===== src/rtl/calc_pkg.sv =====
// Shared constants and types for the register-mapped 4-bit calculator.
package calc_pkg;

  localparam logic [6:0] ADDR_OPA    = 7'h00;
  localparam logic [6:0] ADDR_OPB    = 7'h01;
  localparam logic [6:0] ADDR_CTRL   = 7'h02;
  localparam logic [6:0] ADDR_STATUS = 7'h03;
  localparam logic [6:0] ADDR_RESULT = 7'h04;
  localparam logic [6:0] ADDR_REM    = 7'h05;
  localparam logic [6:0] ADDR_ID     = 7'h7F;

  localparam logic [7:0] CALC_ID = 8'hC4;

  typedef enum logic [1:0] {
    OP_ADD = 2'b00,
    OP_SUB = 2'b01,
    OP_MUL = 2'b10,
    OP_DIV = 2'b11
  } op_e;

  typedef enum logic {
    ST_IDLE = 1'b0,
    ST_RUN  = 1'b1
  } state_e;

  // Operations that finish in a single RUN cycle.
  function automatic logic op_is_short(op_e op, logic [3:0] b);
    return (op == OP_ADD) || (op == OP_SUB) || ((op == OP_DIV) && (b == 4'd0));
  endfunction

endpackage


===== src/rtl/calc_core.sv =====
// Iterative arithmetic datapath: operand latches, iteration counter,
// shift-and-add multiplier and restoring divider.
module calc_core
  import calc_pkg::*;
(
  input  logic       clk,
  input  logic       rst,
  input  logic       load,
  input  logic       step,
  input  op_e        op,
  input  logic [3:0] a,
  input  logic [3:0] b,
  output logic       last,
  output logic [7:0] res,
  output logic [3:0] rem,
  output logic       carry,
  output logic       div0
);

  op_e        op_q;
  logic [3:0] a_q;
  logic [3:0] b_q;
  logic [1:0] cnt;
  logic [7:0] acc;
  logic [3:0] part;
  logic [3:0] quo;

  logic [4:0] sum;
  logic [4:0] diff;
  logic [7:0] acc_nxt;
  logic [4:0] shifted;
  logic [3:0] part_nxt;
  logic [3:0] quo_nxt;
  logic       qbit;

  always_ff @(posedge clk or posedge rst) begin
    if (rst) begin
      op_q <= OP_ADD;
      a_q  <= '0;
      b_q  <= '0;
      cnt  <= '0;
      acc  <= '0;
      part <= '0;
      quo  <= '0;
    end else if (load) begin
      op_q <= op;
      a_q  <= a;
      b_q  <= b;
      cnt  <= '0;
      acc  <= '0;
      part <= '0;
      quo  <= '0;
    end else if (step) begin
      cnt  <= cnt + 2'd1;
      acc  <= acc_nxt;
      part <= part_nxt;
      quo  <= quo_nxt;
    end
  end

  always_comb begin
    sum     = {1'b0, a_q} + {1'b0, b_q};
    diff    = {1'b0, a_q} - {1'b0, b_q};
    acc_nxt = acc + (b_q[cnt] ? ({4'b0, a_q} << cnt) : 8'h00);

    // Dividend bits enter MSB first; partial remainder never exceeds 4 bits after restore.
    shifted = {part, a_q[2'd3 - cnt]};
    if (shifted >= {1'b0, b_q}) begin
      part_nxt = 4'(shifted - {1'b0, b_q});
      qbit     = 1'b1;
    end else begin
      part_nxt = shifted[3:0];
      qbit     = 1'b0;
    end
    quo_nxt = {quo[2:0], qbit};

    last = op_is_short(op_q, b_q) || (cnt == 2'd3);

    res   = '0;
    rem   = '0;
    carry = 1'b0;
    div0  = 1'b0;
    case (op_q)
      OP_ADD: begin
        res   = {3'b0, sum};
        carry = sum[4];
      end
      OP_SUB: begin
        res   = {{3{diff[4]}}, diff};
        carry = diff[4];
      end
      OP_MUL: begin
        res = acc_nxt;
      end
      OP_DIV: begin
        if (b_q == 4'd0) begin
          res  = 8'hFF;
          rem  = a_q;
          div0 = 1'b1;
        end else begin
          res = {4'b0, quo_nxt};
          rem = part_nxt;
        end
      end
      default: ;
    endcase
  end

endmodule


===== src/rtl/calc_regfile.sv =====
// Register file front-end for the calculator: address decode, read-back
// path and IDLE/RUN sequencing around calc_core.
module calc_regfile
  import calc_pkg::*;
(
  input  logic       sclk,
  input  logic       rst,
  input  logic       write_vld,
  input  logic       read_en,
  input  logic [6:0] addr,
  input  logic [7:0] data_w,
  output logic [7:0] data_r,
  output logic       busy
);

  state_e     state;
  logic [3:0] opa;
  logic [3:0] opb;
  op_e        op;
  logic [7:0] result;
  logic [3:0] rem;
  logic       done;
  logic       div0;
  logic       carry;

  logic       start_acc;
  logic       rd_result;
  logic       run;
  logic       core_last;
  logic [7:0] core_res;
  logic [3:0] core_rem;
  logic       core_carry;
  logic       core_div0;
  logic [7:0] rd_data;
  logic       unused_bits;

  assign unused_bits = ^data_w[6:4];
  assign run         = (state == ST_RUN);
  assign start_acc   = write_vld && (addr == ADDR_CTRL) && data_w[7] && (state == ST_IDLE);
  assign rd_result   = read_en && (addr == ADDR_RESULT);

  calc_core u_core (
    .clk   (sclk),
    .rst   (rst),
    .load  (start_acc),
    .step  (run),
    .op    (op_e'(data_w[1:0])),
    .a     (opa),
    .b     (opb),
    .last  (core_last),
    .res   (core_res),
    .rem   (core_rem),
    .carry (core_carry),
    .div0  (core_div0)
  );

  always_ff @(posedge sclk or posedge rst) begin
    if (rst) begin
      opa    <= '0;
      opb    <= '0;
      op     <= OP_ADD;
      data_r <= '0;
    end else begin
      if (write_vld) begin
        case (addr)
          ADDR_OPA:  opa <= data_w[3:0];
          ADDR_OPB:  opb <= data_w[3:0];
          ADDR_CTRL: op  <= op_e'(data_w[1:0]);
          default: ;
        endcase
      end
      if (read_en) data_r <= rd_data;
    end
  end

  always_ff @(posedge sclk or posedge rst) begin
    if (rst) begin
      state  <= ST_IDLE;
      busy   <= 1'b0;
      done   <= 1'b0;
      div0   <= 1'b0;
      carry  <= 1'b0;
      result <= '0;
      rem    <= '0;
    end else begin
      // A RESULT read clears done unless completion lands on the same edge.
      if (rd_result) done <= 1'b0;
      case (state)
        ST_IDLE: begin
          if (start_acc) begin
            state <= ST_RUN;
            busy  <= 1'b1;
            done  <= 1'b0;
            div0  <= 1'b0;
          end
        end
        ST_RUN: begin
          if (core_last) begin
            state  <= ST_IDLE;
            busy   <= 1'b0;
            done   <= 1'b1;
            result <= core_res;
            rem    <= core_rem;
            carry  <= core_carry;
            div0   <= core_div0;
          end
        end
        default: state <= ST_IDLE;
      endcase
    end
  end

  always_comb begin
    rd_data = '0;
    case (addr)
      ADDR_OPA:    rd_data = {4'b0, opa};
      ADDR_OPB:    rd_data = {4'b0, opb};
      ADDR_CTRL:   rd_data = {6'b0, op};
      ADDR_STATUS: rd_data = {4'b0, carry, div0, done, busy};
      ADDR_RESULT: rd_data = result;
      ADDR_REM:    rd_data = {4'b0, rem};
      ADDR_ID:     rd_data = CALC_ID;
      default:     rd_data = '0;
    endcase
  end

endmodule


===== config.mk =====
export PLATFORM = sky130hd
export DESIGN_NAME = calc_regfile
export DESIGN_NICKNAME = d
export VERILOG_FILES = /design/src/rtl/calc_pkg.sv /design/src/rtl/calc_core.sv /design/src/rtl/calc_regfile.sv
export SDC_FILE = /design/constraint.sdc
export NUM_CORES = 1
export LEC_CHECK = 0
export CORE_MARGIN = 2
export CORE_UTILIZATION = 50
export DETAILED_ROUTE_END_ITERATION = 16
export PLACE_DENSITY_LB_ADDON = 0.2
export SLEW_MARGIN = 10
export SYNTH_ARGS = -nofsm -noshare
export SYNTH_HDL_FRONTEND = slang
export SYNTH_SLANG_ARGS = --single-unit

===== constraint.sdc =====
create_clock -name sclk -period 3.6 [get_ports sclk]
set_clock_uncertainty 0.1 [all_clocks]
set_input_delay 0.9 -clock sclk [delete_from_list [all_inputs] [get_ports sclk]]
set_output_delay 0.9 -clock sclk [all_outputs]
set_load 0.005 [all_outputs]

==> run metrics, run 1 <==
Reg clk slew, reported paths 0.07 ns; clock latency at the later pin of the worst-skew pair 0.35 ns; number of distinct library cells after synthesis 64; first-pass GRT wire length 15.5 mm; slew margin rel. 41.5%; Largest delay share family, worst path compound AO/OA/AOI/OAI gates; syn_nets 430; Synth Instances 387; Core Footprint 7650 sq um; number of flops mapped to enable cells by yosys 0; most common cell after layout, fill and taps aside dfrtp_1; Die Ht 92.3 um; CTS HTree Levels 3; Finished Cell Area 4500 sq um; vias per cell 6.00; Worst Tran Pin Value 0.877 ns; Residual DRC 0; placed inst area 4270 sq um; num ports 28; crit-path max cell delay 0.64 ns; most frequent cells in the layout 62 x dfrtp_1, 33 x nand2_1, 28 x o21ai_0; Placer Congestion 0.821; share of cells above drive strength 1 17.5%; crit path buf inv count 0; PortBufs 24; Die Width 92.3 um; hpwl dp 6.82 mm; Peak VDD IR 0.327 mV; Syn Area/Cell 10.1 sq um; grt total ovfl 0; unrepaired setup endpoints after global routing no; Placement Setup Slack 0.368 ns; max-slew violations 0; PwrDens 522 nW/um^2; CTS tree built; worst reg2reg startpoint u_core.cnt[0]; antenna violations before repair 0; diode count 0; final period utilization 89.8%; endpoints failing setup 0; FF-to-FF setup slack 0.37 ns; worst-path fanout max 4; most used cell, CP and3_1; Rows 32; Die Area 8510 sq um; Area growth syn-to-layout 15.4%; Resized cells post-CTS 0; PnR worst setup slack 0.366 ns; Avg WL per Cell 17.9 um; Top FF cell, synth dfrtp_1; Detailed Route WL 9.31 mm; timing startpoint of the critical path u_core.cnt[0]; hold_sp u_core.part[3]; Starting Density 50.9%; Tot GR Track Use 23.7%; First-pass DRT Iterations 5; WS Path Type reg -> reg; CP max-delay cell mux4_1; outcome finished, final reports clean; critical path data arrival time 3.42 ns; total CTS buffers 9; Period minus WS final 3.23 ns; synth warn 0; Filler Cell Count 653; Max Freq 309 MHz; post-synthesis sequential area ratio 39.8%; Crit. End Element register; routed vias 3112; worst hold-check path type reg -> reg; max cap viols 0; Post-CTS Hold Buffers 0; Cell Area, Synth 3900 sq um; placed cells 503; CTS sink cnt 62; Nets 455; drt initial violations 157; crit path cell chain mux4_1, and3_1, ha_1, a211oi_1, nor2_1, and3_1, a2111oi_0, o22a_1; Clock Tree Buf Depth 2; Worst setup SP type register; Async SR Flop Fraction 100%; final setup TNS 0 ns; number of nets with antenna violations after routing 0; Critical Path RT 3.79 ns; vias in the first global route 2983; setup bufs post-CTS 0; Hold Fails Final Rpt 0; leakage power 1.92 nW; number of synthesized register bits 62; non-filler instance count after layout 519; largest net degree at the start of global routing 34; Clock Tree Root clkbuf_8
Yosys cell counts (6+ instances only):
cell type  instances  share of area [%]
a22o_1             6                1.3
o21ai_0           28                3.6
nor3_1             6               0.77
inv_1             20                1.9
ha_1              20                6.4
nand4_1            6               0.96
a21oi_1           23                3.0
nor2_1            20                1.9
dfrtp_1           62                 40
mux2_2            25                7.2
nand2_1           33                3.2
o211ai_1           6                1.2
nand3_1           13                1.7
clkbuf_1          15                1.4
cells by family (layout without fill, tap and decap cells):
family	count (synthesis)	after routing	share of synthesized area, %
AOI/OAI and AO/OA	102	102	18.0
xor gates and xnor gates	8	8	1.80
adders and majority gates	24	24	8.48
buffers and inverters	42	72	4.46
DFF	62	62	39.8
muxes	33	33	11.0
and+or+nand+nor	116	116	16.5
metal layers:
layer	global-route usage, %	wire [um]	vias up
met5	0	0	-
met4	9.83	177	0
met3	4.93	429	16
met2	35.4	4320	74
met1	33.7	4390	1547
li1	-	-	1475
through the flow:
step           power (mW)  hold slack, ns  utilization, %
2_1_floorplan        1.46           0.331               -
3_3_place_gp         1.63           0.344            55.8
3_5_place_dp         1.66           0.353            55.8
4_1_cts              2.36           0.370            58.8
5_1_grt              2.50           0.411            58.8
6_report             2.35           0.368            58.8
worst min-delay path, stage by stage, from the launching register on:
cell and delay (ns):
dfrtp_1 0.34, nand2_1 0.05, nand2_1 0.05
power by group:
part           total (mW)  switching (mW)  internal (mW)
sequential          0.971           0.125          0.846
clock               0.703           0.304          0.399
combinational       0.675           0.361          0.313
total                2.35           0.791           1.56
area by class of cell:
cell class | instances | area [sq um] | area share (%)
well taps | 102 | 128 | 2.84
inverters | 20 | 75.1 | 1.67
flip-flops and latches | 62 | 1550 | 34.5
clock buffers | 9 | 124 | 2.76
multi-input cells | 283 | 2170 | 48.3
clock inverters | 7 | 104 | 2.31
repair buffers | 36 | 343 | 7.63
final timing paths:
check / to / depth (start not counted)
worst min-delay path: u_core.part[3] / 2
max in group asynchronous: u_core.acc[3] / 3
min in group asynchronous: data_r[7] / 2
worst max-delay path: result[4] / 8
worst min register to register: u_core.part[3] / 2
worst max register to register: result[4] / 8
flip-flops by register name, indices dropped and copies added, names as in the netlist:
register and count:
data_r 8, result 8, u_core.acc 8, opa 4, opb 4, rem 4
u_core.a_q 4, u_core.b_q 4, u_core.part 4, u_core.quo 3, op 2, u_core.cnt 2
u_core.op_q 2, busy 1, carry 1, div0 1, done 1, run 1
(Power assumes the default switching activity.)
==> run 2: changes to the inputs <==
--- a/config.mk
+++ b/config.mk
@@ -5,6 +5,7 @@
 export SDC_FILE = /design/constraint.sdc
 export NUM_CORES = 1
 export LEC_CHECK = 0
+export ABC_AREA = 0
 export CORE_MARGIN = 2
 export CORE_UTILIZATION = 50
 export DETAILED_ROUTE_END_ITERATION = 16
==> constraint.sdc (replaced) <==
create_clock -name sclk -period 3.1 [get_ports sclk]
set_clock_uncertainty 0.1 [all_clocks]
set_input_delay 0.775 -clock sclk [delete_from_list [all_inputs] [get_ports sclk]]
set_output_delay 0.775 -clock sclk [all_outputs]
set_load 0.005 [all_outputs]
==> run 2 against run 1 <==
Via count decreased by 0.67%. Setup slack got worse by 0.14 ns. Clock-buffer cell count increased by 1. Wire length decreased by 0.15%. First-iteration DRC count decreased by 29%. Final area increased by 1.2%. Critical path depth unchanged. Core utilization increased by 0.72 points. Cell count increased by 1.5%.
==> run metrics, run 2 (synthesized netlist as in run 1, its figures left out) <==
outcome finished, final reports clean; Post-CTS Hold Buffers 0 (unchanged); Reg clk slew, reported paths 0.08 ns (about the same); CP max-delay cell mux4_1; PwrDens 589 nW/um^2 (+13%); grt total ovfl 0 (unchanged); Residual DRC 0 (unchanged); Period minus WS final 2.88 ns (-0.358 ns); Finished Cell Area 4550 sq um (+1.2%); final cell utilization of the core 59.5% (+0.72 points); Worst Tran Pin Value 0.605 ns (-0.272 ns); max cap viols 0 (unchanged); Peak VDD IR 0.399 mV (+22%); worst r2r dst result[4]; leakage power 1.94 nW (+1.2%); vias per cell 5.87 (-2.2%); First-pass DRT Iterations 4 (-1); Resized cells post-CTS 0 (unchanged); number of nets with antenna violations after routing 0 (unchanged); routed vias 3091 (-0.67%); Critical Path RT 3.29 ns (-0.50 ns); Starting Density 50.9% (unchanged); slew margin rel. 59.7% (+18 points); Worst setup SP type register; Hold Fails Final Rpt 0 (unchanged); Filler Cell Count 688 (+5.4%); crit path cell chain mux4_1, and3_1, ha_1, a211oi_1, nor2_1, and3_1, a2111oi_1, o22a_1; final period utilization 92.8% (+2.9 points); worst hold-check path type reg -> reg; critical path data arrival time 3.07 ns (-0.35 ns); area of the multi-input gates 2170 sq um (about the same); Avg WL per Cell 17.6 um (-1.7%); Hold EP u_core.part[3]; vias in the first global route 3082 (+3.3%); first-pass GRT wire length 15.6 mm (+0.62%); CTS sink cnt 62 (unchanged); Nets 463 (+1.8%); Reg area 1550 sq um (about the same); share of cells above drive strength 1 19.3% (+1.8 points); Area growth syn-to-layout 16.8%; FF-to-FF setup slack 0.22 ns (-0.14 ns); endpoints failing setup 0 (unchanged); Die Ht 92.3 um (unchanged); Die Width 92.3 um (unchanged); Placer Congestion 0.850 (+3.6%); largest net degree at the start of global routing 63 (+85%); crit-path max cell delay 0.60 ns (-0.04 ns); PortBufs 24 (unchanged); num ports 28 (unchanged); worst reg2reg startpoint u_core.cnt[0]; CTS HTree Levels 3 (unchanged); Detailed Route WL 9.30 mm (-0.15%); Die Area 8510 sq um (unchanged); registers with the most flip-flops data_r: 8 flops, result: 8 flops, u_core.acc: 8 flops; antenna violations before repair 0 (unchanged); Crit. End Element register; placed inst area 4340 sq um (+1.7%); diode count 0 (unchanged); Tot GR Track Use 24.0% (+0.24 points); worst r2r path cells 8 (unchanged); most used cell, CP and3_1; Max Freq 348 MHz (+12%); hpwl dp 6.93 mm (+1.6%); setup bufs post-CTS 0 (unchanged); max-slew violations 0 (unchanged); Core Footprint 7650 sq um (unchanged); hold path depth 2 (unchanged); CTS tree built; WS Path Type reg -> reg; drt initial violations 112 (-29%); Rows 32 (unchanged); Clock Tree Buf Depth 2 (unchanged); worst-path fanout max 6 (+2); most frequent cells in the layout 61 x dfrtp_1, 33 x nand2_1, 28 x o21ai_0; hold_sp u_core.part[3]; most common cell after layout, fill and taps aside dfrtp_1; total CTS buffers 9 (unchanged); clock latency at the later pin of the worst-skew pair 0.35 ns (about the same); Clock Tree Root clkbuf_8
-- run 2: worst max path at each step --
stage                        startpoint            end  slack (ns)  cells past startpoint
final                     u_core.cnt[0]      result[4]        0.22                      8
after global routing      u_core.cnt[0]      result[4]      -0.001                      8
after CTS                 u_core.cnt[0]      result[4]        0.17                      8
after detailed placement        addr[5]  u_core.b_q[3]        0.15                      7
after global placement          addr[5]  u_core.b_q[1]        0.20                      7
after floorplan           u_core.cnt[0]      result[4]        0.31                      8
-- run 2: layer usage --
layer / global-route usage (%) / part of all wire, % / vias to the layer above
met2: 38.6 / 48 / 70
li1: - / - / 1493
met5: 0 / 0 / -
met1: 33.2 / 45 / 1522
met4: 5.60 / 0.76 / 0
met3: 5.26 / 5.6 / 6
-- run 2: worst max-delay path: cells and delay by family, from the launching register on --
family / cells / cell delay [ns]
AO/OA/AOI/OAI: 3 / 0.82
adder cells (fa/ha/maj): 1 / 0.33
flip-flops: 1 / 0.43
multiplexers: 1 / 0.60
AND/OR/NAND/NOR: 3 / 0.53
-- run 2: cell type report --
cell class | instances | share of cell area, %
well taps | 102 | 2.80
multi-input cells | 283 | 47.7
clock inverters | 6 | 1.54
repair buffers | 44 | 9.13
flip-flops and latches | 62 | 34.1
inverters | 20 | 1.65
clock buffers | 10 | 3.02
-- run 2: where the power goes --
part / switching (mW) / leakage (nW) / internal (mW)
sequential: 0.150 / 0.815 / 0.984
combinational: 0.420 / 1.03 / 0.377
clock: 0.351 / 0.0951 / 0.397
total: 0.922 / 1.94 / 1.76
-- run 2: per-stage QoR --
stage	TNS (ns)	worst slack (ns)	hold WS [ns]	instances	power, mW
floorplan	0	0.309	0.331	387	1.70
global placement	0	0.203	0.348	511	1.91
detailed placement	0	0.154	0.353	511	1.94
CTS	0	0.173	0.369	527	2.69
global route	-0.000966	-0.000966	0.405	527	2.85
finish	0	0.225	0.368	527	2.68
